[src/rtl/alu_seq_pkg.sv]
// Shared definitions for the ALU command sequencer: opcodes, FSM states,
// response error codes and the settle counter width.
package alu_seq_pkg;

    localparam logic [3:0] OP_NOP   = 4'b0000;
    localparam logic [3:0] OP_LOAD  = 4'b0001;
    localparam logic [3:0] OP_CLEAR = 4'b0010;
    localparam logic [3:0] OP_ADD   = 4'b0100;
    localparam logic [3:0] OP_SUB   = 4'b0101;
    localparam logic [3:0] OP_MUL   = 4'b0110;
    localparam logic [3:0] OP_DIV   = 4'b0111;
    localparam logic [3:0] OP_MOD   = 4'b1000;

    localparam logic [1:0] ERR_NONE    = 2'b00;
    localparam logic [1:0] ERR_OVF     = 2'b01;
    localparam logic [1:0] ERR_DIV0    = 2'b10;
    localparam logic [1:0] ERR_ILLEGAL = 2'b11;

    localparam int SETTLE_W = 4;

    typedef enum logic [1:0] {
        IDLE = 2'd0,
        EXEC = 2'd1,
        RESP = 2'd2
    } state_t;

    // True for opcodes that are executed by the external ALU.
    function automatic logic is_alu_op(input logic [3:0] op);
        return (op == OP_ADD) || (op == OP_SUB) || (op == OP_MUL) ||
               (op == OP_DIV) || (op == OP_MOD);
    endfunction

endpackage

[src/rtl/alu_op_sequencer.sv]
// Command sequencer for the 16-bit combinational ALU. Keeps an accumulator
// as operand A, holds the ALU inputs for a settle window, captures the
// result, writes it back and returns a response over valid/ready.
// Optional build macro ALU_SEQ_STICKY_ERROR_EN: ALU errors accumulate into a
// sticky register that blocks further ALU ops until CLEAR or reset.
//
//   state | meaning
//   IDLE  | ready for a command
//   EXEC  | ALU inputs held, settle counter running
//   RESP  | response presented until consumer takes it
module alu_op_sequencer
    import alu_seq_pkg::*;
#(
    parameter int unsigned SETTLE_CYCLES = 2
) (
    input  logic        clk,
    input  logic        rst,
    input  logic        cmd_valid,
    output logic        cmd_ready,
    input  logic [3:0]  cmd_opcode,
    input  logic [15:0] cmd_operand,
    output logic        rsp_valid,
    input  logic        rsp_ready,
    output logic [31:0] rsp_result,
    output logic [1:0]  rsp_error,
    output logic [15:0] acc,
    output logic        busy,
    output logic [15:0] alu_a,
    output logic [15:0] alu_b,
    output logic [3:0]  alu_opcode,
    input  logic [31:0] alu_result,
    input  logic [1:0]  alu_error
);

    if (SETTLE_CYCLES < 1 || SETTLE_CYCLES > 15) begin : g_bad_settle
        $error("alu_op_sequencer: SETTLE_CYCLES must be in 1..15");
    end

    localparam logic [SETTLE_W-1:0] SETTLE_LAST = SETTLE_W'(SETTLE_CYCLES);

    state_t              state_q, state_d;
    logic [SETTLE_W-1:0] cnt_q, cnt_d;
    logic [15:0]         acc_q, acc_d;
    logic [15:0]         alu_a_q, alu_a_d;
    logic [15:0]         alu_b_q, alu_b_d;
    logic [3:0]          alu_opcode_q, alu_opcode_d;
    logic                rsp_valid_q, rsp_valid_d;
    logic [31:0]         rsp_result_q, rsp_result_d;
    logic [1:0]          rsp_error_q, rsp_error_d;
    logic                cmd_ready_q, cmd_ready_d;
    logic                busy_q, busy_d;
    logic [1:0]          sticky_q, sticky_d;
    logic                sticky_block;

`ifdef ALU_SEQ_STICKY_ERROR_EN
    assign sticky_block = (sticky_q != ERR_NONE);
`else
    assign sticky_block = 1'b0;
`endif

    // Next-state, datapath and registered-output computation.
    always_comb begin
        state_d      = state_q;
        cnt_d        = cnt_q;
        acc_d        = acc_q;
        alu_a_d      = alu_a_q;
        alu_b_d      = alu_b_q;
        alu_opcode_d = alu_opcode_q;
        rsp_valid_d  = rsp_valid_q;
        rsp_result_d = rsp_result_q;
        rsp_error_d  = rsp_error_q;
        sticky_d     = sticky_q;

        case (state_q)
            IDLE: begin
                if (cmd_valid) begin
                    if (is_alu_op(cmd_opcode) && sticky_block) begin
                        // A latched error short-circuits the ALU entirely.
                        state_d      = RESP;
                        rsp_valid_d  = 1'b1;
                        rsp_result_d = 32'd0;
                        rsp_error_d  = sticky_q;
                    end else if (is_alu_op(cmd_opcode)) begin
                        state_d      = EXEC;
                        cnt_d        = SETTLE_W'(1);
                        alu_a_d      = acc_q;
                        alu_b_d      = cmd_operand;
                        alu_opcode_d = cmd_opcode;
                    end else begin
                        state_d      = RESP;
                        rsp_valid_d  = 1'b1;
                        rsp_error_d  = ERR_NONE;
                        rsp_result_d = {16'b0, acc_q};
                        case (cmd_opcode)
                            OP_NOP: ;
                            OP_LOAD: begin
                                acc_d        = cmd_operand;
                                rsp_result_d = {16'b0, cmd_operand};
                            end
                            OP_CLEAR: begin
                                acc_d        = 16'd0;
                                sticky_d     = ERR_NONE;
                                rsp_result_d = 32'd0;
                            end
                            default: begin
                                rsp_result_d = 32'd0;
                                rsp_error_d  = ERR_ILLEGAL;
                            end
                        endcase
                    end
                end
            end
            EXEC: begin
                if (cnt_q == SETTLE_LAST) begin
                    state_d      = RESP;
                    rsp_valid_d  = 1'b1;
                    rsp_result_d = alu_result;
                    rsp_error_d  = alu_error;
                    alu_opcode_d = OP_NOP;
                    if (alu_error == ERR_NONE) begin
                        acc_d = alu_result[15:0];
                    end
                    sticky_d = sticky_q | alu_error;
                end else begin
                    cnt_d = cnt_q + SETTLE_W'(1);
                end
            end
            RESP: begin
                if (rsp_ready) begin
                    state_d     = IDLE;
                    rsp_valid_d = 1'b0;
                end
            end
            default: state_d = IDLE;
        endcase

        cmd_ready_d = (state_d == IDLE);
        busy_d      = (state_d != IDLE);
    end

    // FSM and all registered outputs; reset aborts any operation in flight.
    always_ff @(posedge clk) begin
        if (rst) begin
            state_q      <= IDLE;
            cnt_q        <= '0;
            acc_q        <= 16'd0;
            alu_a_q      <= 16'd0;
            alu_b_q      <= 16'd0;
            alu_opcode_q <= OP_NOP;
            rsp_valid_q  <= 1'b0;
            rsp_result_q <= 32'd0;
            rsp_error_q  <= ERR_NONE;
            cmd_ready_q  <= 1'b1;
            busy_q       <= 1'b0;
            sticky_q     <= ERR_NONE;
        end else begin
            state_q      <= state_d;
            cnt_q        <= cnt_d;
            acc_q        <= acc_d;
            alu_a_q      <= alu_a_d;
            alu_b_q      <= alu_b_d;
            alu_opcode_q <= alu_opcode_d;
            rsp_valid_q  <= rsp_valid_d;
            rsp_result_q <= rsp_result_d;
            rsp_error_q  <= rsp_error_d;
            cmd_ready_q  <= cmd_ready_d;
            busy_q       <= busy_d;
`ifdef ALU_SEQ_STICKY_ERROR_EN
            sticky_q     <= sticky_d;
`else
            sticky_q     <= ERR_NONE;
`endif
        end
    end

    assign cmd_ready  = cmd_ready_q;
    assign rsp_valid  = rsp_valid_q;
    assign rsp_result = rsp_result_q;
    assign rsp_error  = rsp_error_q;
    assign acc        = acc_q;
    assign busy       = busy_q;
    assign alu_a      = alu_a_q;
    assign alu_b      = alu_b_q;
    assign alu_opcode = alu_opcode_q;

endmodule

[config.mk]
export PLATFORM = sky130hd
export DESIGN_NAME = alu_op_sequencer
export DESIGN_NICKNAME = d
export VERILOG_FILES = /design/src/rtl/alu_seq_pkg.sv /design/src/rtl/alu_op_sequencer.sv
export SDC_FILE = /design/constraint.sdc
export NUM_CORES = 1
export LEC_CHECK = 0
export ABC_AREA = 1
export BUFFER_PORTS_ARGS = -buffer_cell sky130_fd_sc_hd__clkbuf_2
export CORE_AREA = 2 2 96 98
export DETAILED_ROUTE_END_ITERATION = 7
export DIE_AREA = 0 0 98 100
export GPL_ROUTABILITY_DRIVEN = 0
export HOLD_SLACK_MARGIN = 0.1
export PLACE_DENSITY_LB_ADDON = 0.08
export SETUP_SLACK_MARGIN = 0.05
export SYNTH_ARGS = -nofsm -noshare
export SYNTH_HDL_FRONTEND = slang
export SYNTH_SLANG_ARGS = --single-unit
[constraint.sdc]
create_clock -name clk -period 1.8 [get_ports clk]
set_clock_uncertainty 0.2 [all_clocks]
set_input_delay 0.45 -clock clk [delete_from_list [all_inputs] [get_ports clk]]
set_output_delay 0.45 -clock clk [all_outputs]
set_load 0.05 [all_outputs]
==> impl_metrics.py <==
metrics = {
    "timing": {
        "max_slew.worst_pin.slew_ns": 0.3354,
        "fin_setup_tns_ns": 0,
        "relSlewSlack_pct": 77.74,
        "fin_crit_ns": 1.708,
        "finalHoldViolCount": 0,
        "fmax_ghz": 0.5854,
        "slew_viol_final": 0,
        "fin_crit_sh_pct": 94.90,
        "finalSetupViolations": 0,
        "rsz0062_at_grt": "no",
    },
    "grt": {
        "first_global_vias": 4107,
        "grt_max_degree": 36,
        "grt_first_pass_wirelength_mm": 19.12,
        "grt_usage_pct": 24.01,
        "grt_overflow": 0,
        "grt_antenna_before_repair": 0,
    },
    "floorplanning": {
        "die_y_um": 100,
        "start_util_pct": 47.68,
        "io_pins": 147,
        "coreArea_sq_um": 8890,
        "fp-row-count": 35,
        "die_w_um": 98,
        "floorplan.die_area_sq_um": 9800,
    },
    "placed_design": {
        "port_buffers": 146,
        "dp_hpwl_mm": 8.553,
        "dpl-instance-area_sq_um": 5184,
    },
    "finish": {
        "fillCellCount": 881,
        "syn_to_final_growth_pct": 27.48,
        "fin_area_sq_um": 5404,
        "antenna_cells": 0,
        "final_nets": 836,
        "drive_gt1_share_pct": 26.76,
    },
    "critical_path": {
        "critPathLaunchType": "register",
        "path_class": "reg2out",
        "cp.arrival_ns": 1.06,
        "path_buf_inv": 1,
        "cpLargestDelayFamily": "flip-flops",
        "slowest_delay_ns": 0.40,
        "cp_slowest_cell": "dfxtp_1",
        "critPathMaxFanout": 4,
        "worst_ep_required_time_ns": 1.15,
        "cp-end-kind": "output pin",
        "reg2reg_slack_ns": 0.17,
        "path_cells": "clkbuf_2",
    },
    "flow_run": {
        "maxCapViolCount": 0,
    },
    "detailed_routing": {
        "vias_per_cell": 4.895,
        "drtPass1Iterations": 5,
        "first_iter_violations": 219,
        "vias": 4366,
        "wl_per_cell_um": 13.17,
        "met3_length_um": 612,
        "wl_met2_mm": 5.631,
        "routed.top_layer": "met4",
        "ant_nets": 0,
        "met1_length_mm": 5.284,
        "wl_mm": 11.75,
        "drcViolationCount": 0,
    },
    "yosys": {
        "netlist_instances": 628,
        "ys_ff_latch": 95,
        "yosysWarnings": 0,
        "synth_cell_type_count": 27,
        "syn_avg_cell_area_sq_um": 6.750,
        "synth_top_cell_by_area": "dfxtp_1",
        "syn_nets": 688,
        "syn_area_sq_um": 4239,
        "synth_seq_area_share_pct": 44.86,
        "synthTopCellsByArea": "dfxtp_1 45%, nand2_1 21%, nor2_1 7.0%",
        "synth_top_area_share_pct": 44.86,
    },
    "clock_tree": {
        "cts-root-buf": "clkbuf_8",
        "clk_pin_slew_ns": 0.09,
        "cts_max_level": 3,
        "cts_buffer_depth": 2,
        "cts_tree": "built",
        "cts.sinks": 95,
        "worstSkewPairLatency_ns": 0.35,
        "cts_buffers": 9,
        "cts_hold_repair.buffers": 0,
    },
    "power_and_ir_drop": {
        "powerDensity_nw_per_um2": 931.3,
        "ir_drop_mv": 0.5146,
        "p_leak_nw": 2.694,
    },
    "hold_path": {
        "worstHoldPathType": "in2reg",
    },
    "run_status": {
        "status": "finished, final reports clean",
    },
}
repair_timing:
action | CTS | global route
gates resized for setup | 0 | 18
endpoints found under the setup margin | 0 | 47
buffers inserted | 0 | 1
hold endpoints to repair | 0 | 0
registers in the layout (all words and copies together) (netlist names), 2 cells and up:
register,count
rsp_result,32
acc,16
alu_a,16
alu_b,16
alu_opcode,4
cnt_q,4
rsp_error,2
state_q,2
cell usage in the layout, fill, tap and decap left out, types with 2 or more instances in the layout:
cell / count
nor2_4: 3
clkinv_4: 2
clkbuf_2: 134
nor2_2: 4
nand3_2: 2
nand4_1: 3
a21oi_1: 58
clkbuf_8: 9
buf_2: 11
nor2_1: 78
ha_1: 2
dfxtp_2: 3
clkinv_2: 2
buf_12: 8
buf_4: 16
inv_1: 41
inv_2: 2
nand2_1: 238
nand2_2: 3
nand3_1: 55
dfxtp_1: 92
final cells by class:
| class | count | area [sq um] | share of cell area [%] |
|---|---|---|---|
| Clock buffer | 10 | 127.6 | 2.362 |
| Tap cell | 111 | 138.9 | 2.570 |
| Multi-Input combinational cell | 454 | 1973 | 36.51 |
| Inverter | 46 | 176.4 | 3.265 |
| Sequential cell | 95 | 1906 | 35.26 |
| Clock inverter | 6 | 68.82 | 1.273 |
| Timing Repair Buffer | 170 | 1013 | 18.75 |
path summary, 6_finish.rpt:
kind                  startpoint             end  cells past startpoint
setup reg to reg        cnt_q[0]  rsp_result[14]                      8
hold / removal    alu_result[24]  rsp_result[24]                      3
setup / recovery          acc[5]          acc[5]                      1
hold reg to reg    alu_opcode[3]   alu_opcode[3]                      2
cells by family (layout without fill, tap and decap cells):
group	count (synthesis)	in the layout	synth area share, %
flops	95	95	44.86
buf+inv	79	232	8.825
compound gates	62	62	7.497
fa+ha+maj	2	2	0.5902
xor+xnor	1	1	0.2066
simple gates	389	389	38.02
per-layer routing:
layer  track usage (%)  vias up
met5                 0        -
met4             9.936        0
met3             4.178       14
met2             39.99      118
met1             31.03     1991
li1                  -     2243
cell usage after synthesis (all sizes together):
| library cell | instances |
|---|---|
| dfxtp | 95 |
| a21oi | 59 |
| a31o | 1 |
| nand3 | 58 |
| inv | 44 |
| clkinv | 2 |
| or2 | 1 |
| xnor2 | 1 |
| clkbuf | 11 |
| ha | 2 |
| nor2 | 86 |
| buf | 22 |
| nand2 | 241 |
| o21ai | 2 |
| nand4 | 3 |
power breakdown:
group	switching (mW)	leakage (nW)	internal, mW
Combinational	0.925	1.82	0.365
Clock	0.764	0.0968	0.651
Sequential	0.0956	0.775	2.23
per-stage QoR:
step                setup WS (ns)  power (mW)  std cells  util, %  hold slack [ns]
finish                    0.09188       5.033        892    60.79           0.1188
global route              0.05146       5.302        892    60.79           0.1071
CTS                       0.06171       5.074        891    60.52           0.1049
detailed placement        0.02731       3.659        875    58.31           0.2547
global placement          0.04895       3.636        875    58.31           0.2391
floorplan                  0.1804       3.286        628        -           0.2668
Note: power is estimated with default switching activity, not from simulation.
